[config.mk]
export PLATFORM = sky130hd
export DESIGN_NAME = fetch_queue_unit
export DESIGN_NICKNAME = d
export VERILOG_FILES = /design/src/rtl/fetch_queue_unit.sv
export SDC_FILE = /design/constraint.sdc
export NUM_CORES = 1
export LEC_CHECK = 0
export CORE_MARGIN = 3
export CORE_UTILIZATION = 54
export CTS_CLUSTER_SIZE = 16
export DETAILED_ROUTE_END_ITERATION = 16
export GPL_TIMING_DRIVEN = 0
export PLACE_DENSITY_LB_ADDON = 0.25
export SLEW_MARGIN = 20
export SYNTH_ARGS = -nofsm -noshare
export SYNTH_HDL_FRONTEND = slang
export SYNTH_SLANG_ARGS = --single-unit
[constraint.sdc]
create_clock -name clk -period 2.69 [get_ports clk]
set_clock_uncertainty 0.15 [all_clocks]
set_input_delay 0.4035 -clock clk [delete_from_list [all_inputs] [get_ports clk]]
set_output_delay 0.4035 -clock clk [all_outputs]
set_load 0.02 [all_outputs]
[src/rtl/fetch_queue_unit.sv]
// fetch_queue_unit
//   Instruction fetch front end: a PC register issues one-cycle-latency
//   instruction-memory reads into a small in-order queue. It supports
//   redirects (queue flush and PC reload) and a sticky halt.
//
// Ports
//   clk          in   rising-edge clock
//   rst_n        in   asynchronous active-low reset
//   redirect     in   taken jump/branch from a later stage
//   redirect_pc  in   jump target, sampled with redirect
//   halt_in      in   halt decoded; latched until reset
//   imem_req     out  instruction-memory read request
//   imem_addr    out  read address (current pc)
//   imem_rdata   in   read data, one cycle after imem_req
//   out_valid    out  queue head valid
//   out_ready    in   downstream accepts head
//   out_instr    out  head instruction (0 when queue empty)
//   out_pc       out  head PC (0 when queue empty)
//   occupancy    out  number of queued entries
//   halted       out  halt latched and nothing in flight
module fetch_queue_unit #(
    parameter int PC_W     = 5,
    parameter int INSTR_W  = 32,
    parameter int QDEPTH   = 4,
    parameter int RESET_PC = 0
) (
    input  logic                       clk,
    input  logic                       rst_n,
    input  logic                       redirect,
    input  logic [PC_W-1:0]            redirect_pc,
    input  logic                       halt_in,
    output logic                       imem_req,
    output logic [PC_W-1:0]            imem_addr,
    input  logic [INSTR_W-1:0]         imem_rdata,
    output logic                       out_valid,
    input  logic                       out_ready,
    output logic [INSTR_W-1:0]         out_instr,
    output logic [PC_W-1:0]            out_pc,
    output logic [$clog2(QDEPTH):0]    occupancy,
    output logic                       halted
);

    localparam int AW = $clog2(QDEPTH);
    localparam int CW = AW + 1;
    localparam int SW = CW + 1;

    logic [PC_W-1:0]    pc;
    logic [PC_W-1:0]    inflight_pc;
    logic               inflight;
    logic               halt_q;
    logic [AW-1:0]      wr_ptr;
    logic [AW-1:0]      rd_ptr;
    logic [CW-1:0]      count;
    logic [SW-1:0]      pending;
    logic               push;
    logic               pop;

    logic [INSTR_W-1:0] instr_mem [QDEPTH];
    logic [PC_W-1:0]    pc_mem    [QDEPTH];

    always_comb begin
        // Entries queued plus the one response that may still arrive:
        // never request more than the queue can absorb.
        pending   = {1'b0, count} + SW'(inflight);
        // rst_n gates the request so nothing is issued while reset is held.
        imem_req  = rst_n & ~halt_q & ~redirect & (pending < SW'(QDEPTH));
        imem_addr = pc;
        out_valid = (count != '0);
        pop       = out_valid & out_ready;
        // A response landing in the redirect cycle belongs to the old path.
        push      = inflight & ~redirect;
        out_instr = out_valid ? instr_mem[rd_ptr] : '0;
        out_pc    = out_valid ? pc_mem[rd_ptr]    : '0;
        occupancy = count;
        halted    = halt_q & ~inflight;
    end

    always_ff @(posedge clk or negedge rst_n) begin
        if (!rst_n) begin
            pc          <= PC_W'(RESET_PC);
            inflight    <= 1'b0;
            inflight_pc <= '0;
            halt_q      <= 1'b0;
            wr_ptr      <= '0;
            rd_ptr      <= '0;
            count       <= '0;
        end else begin
            inflight <= imem_req;
            if (imem_req) begin
                inflight_pc <= pc;
                pc          <= pc + PC_W'(1);
            end
            if (halt_in) begin
                halt_q <= 1'b1;
            end
            if (redirect) begin
                // Once halted, a redirect only flushes; fetch stays stopped.
                if (!halt_q) begin
                    pc <= redirect_pc;
                end
                wr_ptr <= '0;
                rd_ptr <= '0;
                count  <= '0;
            end else begin
                if (push) begin
                    wr_ptr <= wr_ptr + AW'(1);
                end
                if (pop) begin
                    rd_ptr <= rd_ptr + AW'(1);
                end
                if (push && !pop) begin
                    count <= count + CW'(1);
                end else if (pop && !push) begin
                    count <= count - CW'(1);
                end
            end
        end
    end

    // Queue storage needs no reset: out_instr/out_pc are masked while empty.
    always_ff @(posedge clk) begin
        if (push) begin
            instr_mem[wr_ptr] <= imem_rdata;
            pc_mem[wr_ptr]    <= inflight_pc;
        end
    end

endmodule

==> run_results.csv <==
group,metric,value,unit
outcome,status,"finished, final reports clean",
placed_design,post_dp_cell_area,7770,µm²
power_and_ir_drop,ir_drop,0.481,mV
die,initial_utilization,0.565,
sta,period_needed,2620,ps
synth,synthAdderAreaFrac,0.0125,
synth,dominantRegCellSynth,"edfxtp_1",
die,die_width,116,µm
critical_path,ff2ff_setup_slack,470,ps
critical_path,cp-start-kind,"flip-flop",
placed_design,portBuffers,89,
synth,synth_top_family_by_area,"multiplexers",
routing,wl_per_cell,19.7,µm
power_and_ir_drop,power_leakage,2.98,nW
synth,yosys-top-cells-count,"edfxtp_1 (148), and2_1 (43), mux4_2 (37)",
sta,maxSlewViolCount,0,
grt,grtUsageTotal,0.195,
synth,ys_ff_latch,167,
sta,fin_setup_tns,0,ps
worst_hold_path,whs_endpoint,"pc_mem[0][0]$_DFFE_PP_",
synth,synth-edff-count,148,
critical_path,crit_type,"reg2out",
die,io_pins,90,
sta,hold_violations,0,
die,dieHeight,116,µm
clock_tree,clockBufferDepth,2,
synth,synthTopCellsByArea,"edfxtp_1 (67%), mux4_2 (13%), dfrtp_1 (7.2%), and2_1 (4.1%), ha_1 (0.95%)",
clock_tree,clk_latency,420,ps
routing,viasPerCell,5.53,
power_and_ir_drop,power.density,913,nW/µm²
finish,final_nets,502,
clock_tree,cts_made_buffers,17,
grt,grt_pass1_wl,19.1,mm
placed_design,globalplace.congestion,0.753,
grt,grt_pass1_vias,3635,
routing,drcViolationCount,0,
synth,synth-xor-area-share,0.00665,
routing,firstDrtPassIters,4,
routing,drt_iter0_markers,192,
finish,antenna_cells,0,
critical_path,critPathRequiredTime,2140,ps
critical_path,r2r_start,"inflight$_DFF_PN0_",
finish,layout-drive-gt1-share,0.278,
synth,ys_types,37,
clock_tree,cts.sinks,167,
die,die_area,13600,µm²
synth,yosysSeqAreaShare,0.747,
placed_design,place_hpwl,7.59,mm
synth,synth_compound_area_frac,0.0122,
synth,ys_warn_count,0,
worst_hold_path,hold_start,"inflight_pc[0]$_DFFE_PN0P_",
finish,final_cell_area,8420,µm²
critical_path,cp-end-kind,"output port",
clock_tree,cts_root_buffer,"clkbuf_16",
routing,final_antenna_net_count,0,
clock_tree,htreeDepth,4,
sta,slew_headroom,0.416,
finish,area_delta_synth_final,27.8,%
sta,period_share,0.974,
die,core,11700,µm²
synth,yosysMostFrequentCell,"edfxtp_1",
critical_path,cp_max_fo,10,
synth,netlist_instances,333,
synth,synth-simple-area-share,0.0731,
sta,tightest_slew,873,ps
job,drv_cap,0,
worst_hold_path,holdPathStages,0,
finish,utilization,0.722,
grt,grt_overflow,0,
synth,synth.top_cell.area_share,0.674,
routing,drt-total-wl,12.0,mm
die,num_rows,39,
critical_path,r2r-end,"instr_mem[0][20]$_DFFE_PP_",
synth,netlist_area,6590,µm²
grt,antenna_found_initial,0,
synth,synth_fp_nets,381,
sta,clock.fmax,381,MHz
routing,vias,3373,
synth,yosysTopAreaCell,"edfxtp_1",
synth,syn_area_per_cell,19.8,µm²
clock_tree,cts_tree,"built",
synth,muxShareOfSynthArea,0.135,
critical_path,r2r_cells,4,
sta,rsz0062_at_grt,"yes",
worst_hold_path,worstHoldPathType,"reg2reg",
grt,grt_max_degree,24,
synth,synthArstFlopShare,0.114,
sta,setup_viol,0,
critical_path,cp.arrival,2070,ps
clock_tree,clk_pin_slew_worst_paths,70,ps
[power by group]
part	switching, W	leakage (nW)	internal, W
clock	0.00101	0.288	0.00132
sequential	0.0000585	1.57	0.00286
combinational	0.00124	1.12	0.00119
[kinds of logic after synthesis]
family | count (synthesis)
flip-flops | 167
XOR/XNOR | 5
AO/OA/AOI/OAI | 11
AND/OR/NAND/NOR | 82
buffers and inverters | 20
adder cells (fa/ha/maj) | 6
multiplexers | 42
[critical path, stage by stage, from the launching register on]
cell and delay [ps]:
dfrtp_2 460, or3_4 380, clkbuf_8 180, clkbuf_8 170, and2_1 140, dlygate4sd2_1 310
[worst max path at each step]
stage | to | cells past startpoint | slack [ps] | startpoint
floorplan | instr_mem[0][0]$_DFFE_PP_ | 3 | 430 | redirect
global placement | instr_mem[2][25]$_DFFE_PP_ | 4 | -850 | redirect
detailed placement | imem_req | 5 | -640 | rst_n
CTS | out_instr[18] | 5 | 1 | occupancy[0]$_DFFE_PN0P_
global route | out_instr[13] | 4 | -0.8 | rd_ptr[0]$_DFFE_PN0P_
finish | out_instr[16] | 5 | 70 | occupancy[2]$_DFFE_PN0P_
[flip-flops by register name, indices dropped and copies added (netlist names)]
register     cells
rd_ptr           2
imem_addr        5
halt_q           1
occupancy        3
inflight         1
instr_mem      128
wr_ptr           2
pc_mem          20
inflight_pc      5
[layout make-up]
cell class	instances	area, µm²
clock inverter	14	143
clock buffer	18	439
sequential	167	4920
timing repair buffer	102	977
tap	143	179
multi-input combinational	146	1590
inverter	5	18.8
fill	707	3240
buffer	15	156
[per-stage QoR]
| step | hold WS [ps] | power (W) | cells | worst slack (ps) |
|---|---|---|---|---|
| 2_1_floorplan | -42.1 | 0.00437 | 333 | 427 |
| 3_3_place_gp | 336 | 0.00538 | 565 | -847 |
| 3_5_place_dp | 356 | 0.00541 | 569 | -639 |
| 4_1_cts | 372 | 0.00773 | 604 | 0.959 |
| 5_1_grt | 396 | 0.00803 | 610 | -0.803 |
| 6_report | 366 | 0.00769 | 610 | 68.6 |
[layout by cell type (no fill, tap or decap), drive strengths merged, types with 3 or more instances in the layout]
cell type,Yosys,layout
and2,43,43
nand2,9,9
nand3,7,7
nor2,8,8
clkdlybuf4s15,0,6
buf,9,24
clkinv,0,8
dlygate4sd2,0,14
mux4,37,37
inv,5,10
mux2,4,4
clkbuf,6,38
ha,5,5
xor2,3,3
edfxtp,148,148
dfrtp,19,19
clkdlybuf4s50,0,50
nor2b,4,4
[layer usage]
| layer | share of wire | up-vias | track usage |
|---|---|---|---|
| li1 | - | 1559 | - |
| met1 | 0.41 | 1688 | 0.257 |
| met2 | 0.52 | 110 | 0.317 |
| met3 | 0.053 | 16 | 0.0513 |
| met4 | 0.016 | 0 | 0.0696 |
| met5 | 0 | - | 0 |
[what timing repair did]
action / 4_1_cts / 5_1_grt
pin swaps: 0 / 0
endpoints found under the hold margin: 19 / 0
setup endpoints to repair: 39 / 23
hold buffers: 1 / 0
resized for setup: 84 / 33
setup buffers: 2 / 6
Note: power is estimated with default switching activity, not from simulation.
